===== src/rtl/reset_sequencer_pkg.sv =====
// Shared types and helpers for the board reset sequencer.
// Sequencer states plus the index-width helper used to size the domain pointer.
package rst_seq_pkg;

  // The original encoding is 2 bits wide; FAULT uses the third bit.
  typedef enum logic [2:0] {
    HOLD    = 3'b000,
    WAIT    = 3'b001,
    STAGGER = 3'b010,
    DONE    = 3'b011,
    FAULT   = 3'b100
  } seq_state_t;

  localparam int FAULT_DOM_W = 3;

  function automatic int clog2_dom(input int n);
    return (n <= 2) ? 1 : $clog2(n);
  endfunction

endpackage


===== src/rtl/reset_sequencer_synch.sv =====
// Two-stage reset synchronizer on the falling clock edge.
// Assertion is asynchronous; release is clean before the next rising edge.
module reset_synch (
  input  logic clk,
  input  logic RST_n,
  output logic rst_n
);

  logic meta_q;
  logic rst_n_q;

  always_ff @(negedge clk or negedge RST_n) begin
    if (!RST_n) begin
      meta_q  <= 1'b0;
      rst_n_q <= 1'b0;
    end else begin
      meta_q  <= 1'b1;
      rst_n_q <= meta_q;
    end
  end

  assign rst_n = rst_n_q;

endmodule


===== src/rtl/reset_sequencer.sv =====
// Releases N_DOM reset domains in order, waiting for each ready with a stagger,
// and flags a timeout fault; soft_rst_req restarts the whole sequence.
module reset_sequencer
  import rst_seq_pkg::*;
#(
  parameter int N_DOM       = 4,
  parameter int HOLD_CYC    = 16,
  parameter int STAGGER_CYC = 50000,
  parameter int TMO_CYC     = 1000000,
  parameter int CNT_W       = 20
) (
  input  logic             clk,
  input  logic             RST_n,
  input  logic             soft_rst_req,
  input  logic [N_DOM-1:0] dom_rdy,
  output logic [N_DOM-1:0] rst_n_out,
  output logic             seq_done,
  output logic             seq_fault,
  output logic [2:0]       fault_dom
);

  localparam int IW = clog2_dom(N_DOM);
  localparam longint CNT_MAX = (longint'(1) << CNT_W) - 1;
  localparam bit PARAMS_OK = (N_DOM >= 2) && (N_DOM <= 8) &&
                             (HOLD_CYC >= 1) && (STAGGER_CYC >= 1) && (TMO_CYC >= 1) &&
                             (HOLD_CYC <= CNT_MAX) && (STAGGER_CYC <= CNT_MAX) &&
                             (TMO_CYC <= CNT_MAX);

  localparam logic [CNT_W-1:0] HOLD_LAST = CNT_W'(HOLD_CYC - 1);
  localparam logic [CNT_W-1:0] STG_LAST  = CNT_W'(STAGGER_CYC - 1);
  localparam logic [CNT_W-1:0] TMO_LAST  = CNT_W'(TMO_CYC - 1);
  localparam logic [IW-1:0]    LAST_IDX  = IW'(N_DOM - 1);

  logic rst_n_int;

  reset_synch u_synch (
    .clk   (clk),
    .RST_n (RST_n),
    .rst_n (rst_n_int)
  );

  seq_state_t                 state_q, state_d;
  logic [CNT_W-1:0]           cnt_q, cnt_d;
  logic [IW-1:0]              idx_q, idx_d, idx_inc;
  logic [N_DOM-1:0]           rst_n_out_q, rst_n_out_d;
  logic                       seq_done_q, seq_done_d;
  logic                       seq_fault_q, seq_fault_d;
  logic [FAULT_DOM_W-1:0]     fault_dom_q, fault_dom_d;

  assign idx_inc = idx_q + 1'b1;

  always_comb begin
    state_d     = state_q;
    cnt_d       = cnt_q;
    idx_d       = idx_q;
    rst_n_out_d = rst_n_out_q;
    seq_done_d  = seq_done_q;
    seq_fault_d = seq_fault_q;
    fault_dom_d = fault_dom_q;
    if (soft_rst_req) begin
      state_d     = HOLD;
      cnt_d       = '0;
      idx_d       = '0;
      rst_n_out_d = '0;
      seq_done_d  = 1'b0;
      seq_fault_d = 1'b0;
      fault_dom_d = '0;
    end else begin
      case (state_q)
        HOLD: begin
          if (cnt_q == HOLD_LAST) begin
            state_d     = WAIT;
            cnt_d       = '0;
            idx_d       = '0;
            rst_n_out_d = N_DOM'(1);
          end else begin
            cnt_d = cnt_q + 1'b1;
          end
        end
        WAIT: begin
          cnt_d = cnt_q + 1'b1;
          // Ready beats a coincident timeout.
          if (dom_rdy[idx_q]) begin
            if (idx_q == LAST_IDX) begin
              state_d    = DONE;
              seq_done_d = 1'b1;
            end else begin
              state_d = STAGGER;
              cnt_d   = '0;
            end
          end else if (cnt_q == TMO_LAST) begin
            state_d     = FAULT;
            seq_fault_d = 1'b1;
            fault_dom_d = FAULT_DOM_W'(idx_q);
          end
        end
        STAGGER: begin
          if (cnt_q == STG_LAST) begin
            state_d     = WAIT;
            cnt_d       = '0;
            idx_d       = idx_inc;
            rst_n_out_d = rst_n_out_q | (N_DOM'(1) << idx_inc);
          end else begin
            cnt_d = cnt_q + 1'b1;
          end
        end
        DONE, FAULT: ;
        default: ;
      endcase
    end
  end

  always_ff @(posedge clk or negedge rst_n_int) begin
    if (!rst_n_int) begin
      state_q     <= HOLD;
      cnt_q       <= '0;
      idx_q       <= '0;
      rst_n_out_q <= '0;
      seq_done_q  <= 1'b0;
      seq_fault_q <= 1'b0;
      fault_dom_q <= '0;
    end else begin
      state_q     <= state_d;
      cnt_q       <= cnt_d;
      idx_q       <= idx_d;
      rst_n_out_q <= rst_n_out_d;
      seq_done_q  <= seq_done_d;
      seq_fault_q <= seq_fault_d;
      fault_dom_q <= fault_dom_d;
    end
  end

  assign rst_n_out = rst_n_out_q;
  assign seq_done  = seq_done_q;
  assign seq_fault = seq_fault_q;
  assign fault_dom = fault_dom_q;

  param_legal_a: assert property (@(posedge clk) PARAMS_OK)
    else $error("reset_sequencer: illegal parameter set");

endmodule


===== config.mk =====
export PLATFORM = sky130hd
export DESIGN_NAME = reset_sequencer
export DESIGN_NICKNAME = d
export VERILOG_FILES = /design/src/rtl/reset_sequencer_pkg.sv /design/src/rtl/reset_sequencer_synch.sv /design/src/rtl/reset_sequencer.sv
export SDC_FILE = /design/constraint.sdc
export NUM_CORES = 1
export LEC_CHECK = 0
export CORE_MARGIN = 2
export CORE_UTILIZATION = 62
export CTS_CLUSTER_DIAMETER = 80
export CTS_CLUSTER_SIZE = 14
export DETAILED_ROUTE_END_ITERATION = 7
export GPL_TIMING_DRIVEN = 0
export PLACE_DENSITY_LB_ADDON = 0.08
export SLEW_MARGIN = 5
export SYNTH_ARGS = -nofsm -noshare
export SYNTH_HDL_FRONTEND = slang
export SYNTH_SLANG_ARGS = --single-unit

===== constraint.sdc =====
create_clock -name clk -period 2.7 [get_ports clk]
set_input_delay 0.405 -clock clk [delete_from_list [all_inputs] [get_ports clk]]
set_output_delay 0.405 -clock clk [all_outputs]
set_load 0.005 [all_outputs]

==> metrics.csv, run 1 <==
stage;metric;value;unit
outcome;status;completed;
clock_tree;TritonCTS clock tree;yes;
drt;final wirelength;4.471;mm
yosys;Post-synth EDFFs;0;
yosys;top cell type's share of synthesized area;0.4054;
clock_tree;# hold bufs at CTS;0;
drt;Residual DRC;0;
worst_setup_path;critical path type;flop to flop;
yosys;post-synthesis register bit count;35;
cells_and_area;Final nets;261;
worst_setup_path;R2R setup slack;170;ps
yosys;cell area after synthesis;2037;sq um
worst_setup_path;Reg-to-Reg End;cnt_q[3]$_DFFE_PN0P_;
min_path;hold worst-path end;u_synch.rst_n$_DFF_NN0_;
clock_tree;# clock sinks;35;
drt;initial DRC count;140;
power;LEAKAGE;1.008;nW
place;Setup WS pre-CTS;-147.5;ps
cells_and_area;Diodes inserted;0;
yosys;Avg Inst Size Synth;8.973;sq um
run;Max Cap Viol;0;
power;PD cells;376.8;nW/um^2
place;Final HPWL DP;3.141;mm
timing;max-slew violations;0;
yosys;Synth top cells by count;36 x nand2_1, 33 x dfrtp_1, 28 x nor2_1;
place;Placed Cells;285;
clock_tree;Worst-Skew Late Latency;350;ps
timing;setup TNS;0;ps
worst_setup_path;r2r startpoint;cnt_q[12]$_DFFE_PN0P_;
clock_tree;H-Tree Level Count;2;
drt;DR vias;1811;
place;GPL Wtd Cong;0.8361;
timing;RSZ-0062 raised after global routing;false;
cells_and_area;fillers;229;
global_routing;largest net degree at the start of global routing;19;
cells_and_area;Final Non-Filler Cells;294;
timing;Fin. Hold Viols;0;
timing;clk_skew;21.58;ps
clock_tree;Clk Tree Root Cell;clkbuf_4;
yosys;area leader, netlist;dfrtp_1;
floorplan;# rows;20;
floorplan;Die H;61.32;microns
global_routing;vias in the first global route;1756;
power;VDD IR max;0.2908;mV
clock_tree;number of buffers created by CTS;5;
worst_setup_path;crit end category;flop;
min_path;Hold Path Cell Cnt;0;
timing;final period utilization;0.9361;
yosys;asr flop ratio synth;1.000;
drt;vias per cell;6.160;
global_routing;gr ovfl total;0;
drt;Post-DRT Antenna Nets;0;
floorplan;Starting Density;0.6618;
yosys;Synth Flop Type;dfrtp_1;
clock_tree;CTS clk-pin slew, worst paths;110;ps
min_path;hold path startpoint;u_synch.meta_q$_DFF_NN0_;
timing;slew margin rel.;0.4990;
yosys;synthesized instance count;227;
yosys;yosys warns;0;
timing;Final WS setup;172.4;ps
min_path;worst hold path class;flop to flop;
place;number of port buffers;14;
power;Final Power;0.0008689;W
worst_setup_path;worst r2r path cells;7;
worst_setup_path;WP data arrival;2770;ps
timing;final setup violating endpoints;0;
timing;post-layout minimum cycle time;2528;ps
global_routing;initial antenna violation count;0;
worst_setup_path;Critical Path RT;2940;ps
floorplan;DIE AREA;3760;sq um
global_routing;total track usage;0.2809;
timing;Max Clk Rate;0.3956;GHz
yosys;Synth area leaders;dfrtp_1 41%, nand2_1 6.6%, nor2_1 5.2%, nor3b_1 3.3%, ha_1 3.1%;
yosys;sequential-to-total area share from yosys stat;0.4300;
global_routing;first-pass GRT wire length;7.721;mm
yosys;syn nets;239;
clock_tree;maximum root-to-sink buffer count;2;
floorplan;IO Pins;16;
drt;drt pass-1 iters;4;
place;Placed Area;2232;sq um
worst_setup_path;Max Fanout on Critical Path;10;
worst_setup_path;Worst setup SP type;flop;
yosys;Cell variety after synth;41;
cells_and_area;share of layout cells above drive strength 1;0.09200;
cells_and_area;Area Overhead vs Synth;13.21;%
drt;wire per inst;15.21;microns
timing;Worst-Margin Slew;751.4;ps
cells_and_area;post-route cell area;2306;sq um
yosys;count leader, synth;nand2_1;
floorplan;die width;61.32;microns
floorplan;Core Region;3078;sq um
==> final cells by class <==
cell class / instances / area [sq um] / share of cell area
multi-input combinational: 177 / 1087 / 0.4715
sequential: 35 / 875.8 / 0.3798
timing repair buffer: 15 / 155.1 / 0.06728
buffer: 9 / 57.56 / 0.02496
tap: 44 / 55.05 / 0.02387
clock buffer: 5 / 37.54 / 0.01628
inverter: 6 / 22.52 / 0.009767
clock inverter: 3 / 15.01 / 0.006511
==> sequential cells by signal (all words and copies together), names as in the netlist <==
register,count
rst_n_out,4
fault_dom,2
idx_q,2
cnt_q,20
state_q,3
u_synch.rst_n,1
u_synch.meta_q,1
seq_done,1
seq_fault,1
==> worst max-delay path, cell delays in order, from the launching register on <==
cell	delay, ps
dfrtp_1	480
nor4_4	360
nand4_2	240
o211a_1	340
o31ai_4	450
buf_4	260
nor2_1	70
a211o_1	220
==> kinds of logic after synthesis <==
group,count (synthesis),synth area share
compound gates,44,0.1603
simple gates,122,0.3102
fa+ha+maj,5,0.03071
mux,4,0.02580
other cells,2,0.003687
flops,35,0.4300
buf+inv,15,0.03930
==> per-layer routing <==
metal / track usage / wire length (microns) / up-vias
met3: 0.05672 / 286 / 11
met1: 0.3369 / 1891 / 871
met4: 0.1584 / 92 / 0
met5: 0 / 0 / -
met2: 0.4696 / 2201 / 72
li1: - / - / 857
==> stage by stage <==
step | hold slack, ps | utilization
after floorplan | 291.7 | -
after global placement | 298.2 | 0.7252
after detailed placement | 305.9 | 0.7252
after CTS | 315.2 | 0.7472
after global routing | 335.2 | 0.7492
final | 323.6 | 0.7492
==> worst max path at each step <==
stage,end,startpoint,depth (start not counted),slack [ps]
after floorplan,cnt_q[0]$_DFFE_PN0P_,u_synch.rst_n$_DFF_NN0_,0,240
after global placement,cnt_q[7]$_DFFE_PN0P_,u_synch.rst_n$_DFF_NN0_,0,-120
after detailed placement,cnt_q[11]$_DFFE_PN0P_,u_synch.rst_n$_DFF_NN0_,0,-150
after CTS,cnt_q[3]$_DFFE_PN0P_,cnt_q[15]$_DFFE_PN0P_,7,140
after global routing,cnt_q[3]$_DFFE_PN0P_,cnt_q[0]$_DFFE_PN0P_,8,30
final,cnt_q[3]$_DFFE_PN0P_,cnt_q[12]$_DFFE_PN0P_,7,170
==> cell usage in the layout (no fill, tap or decap), types with 5 or more instances in the layout <==
cell type	netlist	final
a211o_1	7	7
a21oi_1	9	9
clkbuf_4	0	5
clkdlybuf4s50_1	0	14
dfrtp_1	33	33
ha_1	5	5
inv_1	6	6
nand2_1	36	36
nand3_1	7	7
nand4_1	5	5
nor2_1	28	28
nor3_1	7	7
nor3b_1	9	9
o211ai_1	7	7
o21ai_0	8	8
or3_1	9	9
==> power breakdown <==
group | total, W | switching [W] | internal, W
Clock | 0.000276 | 0.000179 | 0.0000968
Combinational | 0.0000529 | 0.0000290 | 0.0000239
Sequential | 0.000540 | 0.00000978 | 0.000530
Total | 0.000869 | 0.000218 | 0.000651
==> timing repair <==
item | 4_1_cts | 5_1_grt
endpoints found under the hold margin | 0 | 0
resized for setup | 0 | 1
endpoints found under the setup margin | 33 | 1
buffers inserted | 1 | 0
(Power assumes the default switching activity.)
==> inputs of run 2 (changes only) <==
--- a/config.mk
+++ b/config.mk
@@ -5,7 +5,6 @@
 export SDC_FILE = /design/constraint.sdc
 export NUM_CORES = 1
 export LEC_CHECK = 0
-export CORE_MARGIN = 2
 export CORE_UTILIZATION = 62
 export CTS_CLUSTER_DIAMETER = 80
 export CTS_CLUSTER_SIZE = 14
==> metrics.csv, run 2 (synthesized netlist as in run 1, its figures left out) <==
stage;metric;value;unit
cells_and_area;Area Overhead vs Synth;14.01;%
cells_and_area;fillers;233;
min_path;worst hold path class;flop to flop;
cells_and_area;Diodes inserted;0;
floorplan;die width;59.32;microns
timing;Fin. Hold Viols;0;
global_routing;initial antenna violation count;0;
worst_setup_path;critical path type;flop to flop;
global_routing;first-pass GRT wire length;7.493;mm
power;PD cells;393.8;nW/um^2
global_routing;gr ovfl total;0;
cells_and_area;share of layout cells above drive strength 1;0.08800;
clock_tree;maximum root-to-sink buffer count;2;
global_routing;vias in the first global route;1685;
clock_tree;# clock sinks;35;
clock_tree;number of buffers created by CTS;5;
power;LEAKAGE;1.012;nW
cells_and_area;commonest non-fill, non-tap cell in the layout;nand2_1;
worst_setup_path;WP data arrival;2750;ps
cells_and_area;post-route cell area;2322;sq um
cells_and_area;max reg flops;20;
cells_and_area;Largest Register;cnt_q;
timing;Worst-Margin Slew;757.7;ps
run;Max Cap Viol;0;
floorplan;# rows;20;
worst_setup_path;Max Fanout on Critical Path;10;
place;Setup WS pre-CTS;-165.8;ps
cells_and_area;Reg area;875.8;sq um
timing;final period utilization;0.9301;
drt;initial DRC count;129;
drt;drt pass-1 iters;4;
drt;final wirelength;4.465;mm
cells_and_area;multi-input logic area;1087;sq um
place;number of port buffers;14;
timing;RSZ-0062 raised after global routing;false;
cells_and_area;Final nets;261;
clock_tree;CTS clk-pin slew, worst paths;100;ps
power;VDD IR max;0.3264;mV
worst_setup_path;Worst setup SP type;flop;
worst_setup_path;crit end category;flop;
clock_tree;Clk Tree Root Cell;clkbuf_4;
place;GPL Wtd Cong;0.8364;
drt;Post-DRT Antenna Nets;0;
timing;post-layout minimum cycle time;2511;ps
floorplan;Core Region;3078;sq um
drt;vias per cell;5.949;
global_routing;total track usage;0.2924;
global_routing;largest net degree at the start of global routing;19;
timing;final setup violating endpoints;0;
clock_tree;H-Tree Level Count;2;
drt;Residual DRC;0;
clock_tree;Worst-Skew Late Latency;350;ps
min_path;Hold Path Cell Cnt;0;
place;Final HPWL DP;3.192;mm
cells_and_area;Final Util;0.7545;
floorplan;Starting Density;0.6618;
floorplan;Die H;59.32;microns
drt;DR vias;1749;
cells_and_area;most frequent cells in the layout;36 x nand2_1, 33 x dfrtp_1, 28 x nor2_1, 14 x clkdlybuf4s50_1;
drt;wire per inst;15.19;microns
floorplan;IO Pins;16;
outcome;status;completed;
timing;max-slew violations;0;
timing;Final WS setup;188.7;ps
place;Placed Area;2232;sq um
clock_tree;TritonCTS clock tree;yes;
timing;slew margin rel.;0.4949;
worst_setup_path;Critical Path RT;2930;ps
timing;Max Clk Rate;0.3982;GHz
timing;clk_skew;18.25;ps
floorplan;DIE AREA;3519;sq um
worst_setup_path;worst r2r path cells;7;
==> run 2: cell count changes in the layout (fill, tap and decap cells not counted), sizes merged <==
| cell | delta |
|---|---|
| clkbuf | +3 |
| clkinv | -3 |
==> run 2: metrics by stage <==
step | hold slack [ps] | instances | setup TNS, ps | power (W)
floorplan | 291.7 | 227 | 0 | 0.0005773
global placement | 298.2 | 285 | -3911 | 0.0005980
detailed placement | 307.2 | 285 | -5454 | 0.0006000
CTS | 312.7 | 294 | 0 | 0.0009240
global route | 326.1 | 294 | 0 | 0.0009541
finish | 306.0 | 294 | 0 | 0.0009144
==> run 2: report_power, final <==
part | switching (W) | leakage [nW] | internal, W | total (W)
Sequential | 0.00000967 | 0.481 | 0.000530 | 0.000540
Combinational | 0.0000285 | 0.493 | 0.0000238 | 0.0000523
Clock | 0.000169 | 0.0386 | 0.000153 | 0.000322
==> run 2: final timing paths <==
kind / to / slack (ps) / start
max: cnt_q[3]$_DFFE_PN0P_ / 190 / cnt_q[12]$_DFFE_PN0P_
min: u_synch.rst_n$_DFF_NN0_ / 310 / u_synch.meta_q$_DFF_NN0_
max reg2reg: cnt_q[3]$_DFFE_PN0P_ / 190 / cnt_q[12]$_DFFE_PN0P_
min reg2reg: u_synch.rst_n$_DFF_NN0_ / 310 / u_synch.meta_q$_DFF_NN0_
max in group asynchronous: cnt_q[7]$_DFFE_PN0P_ / 410 / u_synch.rst_n$_DFF_NN0_
min in group asynchronous: u_synch.meta_q$_DFF_NN0_ / 1460 / RST_n
==> run 2: layout make-up <==
class / count / area share
tap: 44 / 0.02371
inverter: 6 / 0.009698
sequential: 35 / 0.3772
clock buffer: 8 / 0.02963
buffer: 9 / 0.02478
multi-input combinational: 177 / 0.4682
timing repair buffer: 15 / 0.06681
==> run 2: worst max-delay path, cell delays in order (launching register included) <==
cell	delay [ps]
dfrtp_1	480
nor4_4	360
nand4_2	240
o211a_1	340
o31ai_4	440
buf_4	260
nor2_1	60
a211o_1	210
==> run 2: repair_timing <==
item,CTS,global route
endpoints found under the setup margin,33,1
resized for setup,0,1
setup buffers,1,0
pin swaps,0,0
hold buffers,0,0
==> run 2: layer usage <==
metal,GRT usage,part of all wire
met1,0.3470,0.43
met2,0.4864,0.49
met3,0.07205,0.049
met4,0.1565,0.024
met5,0,0
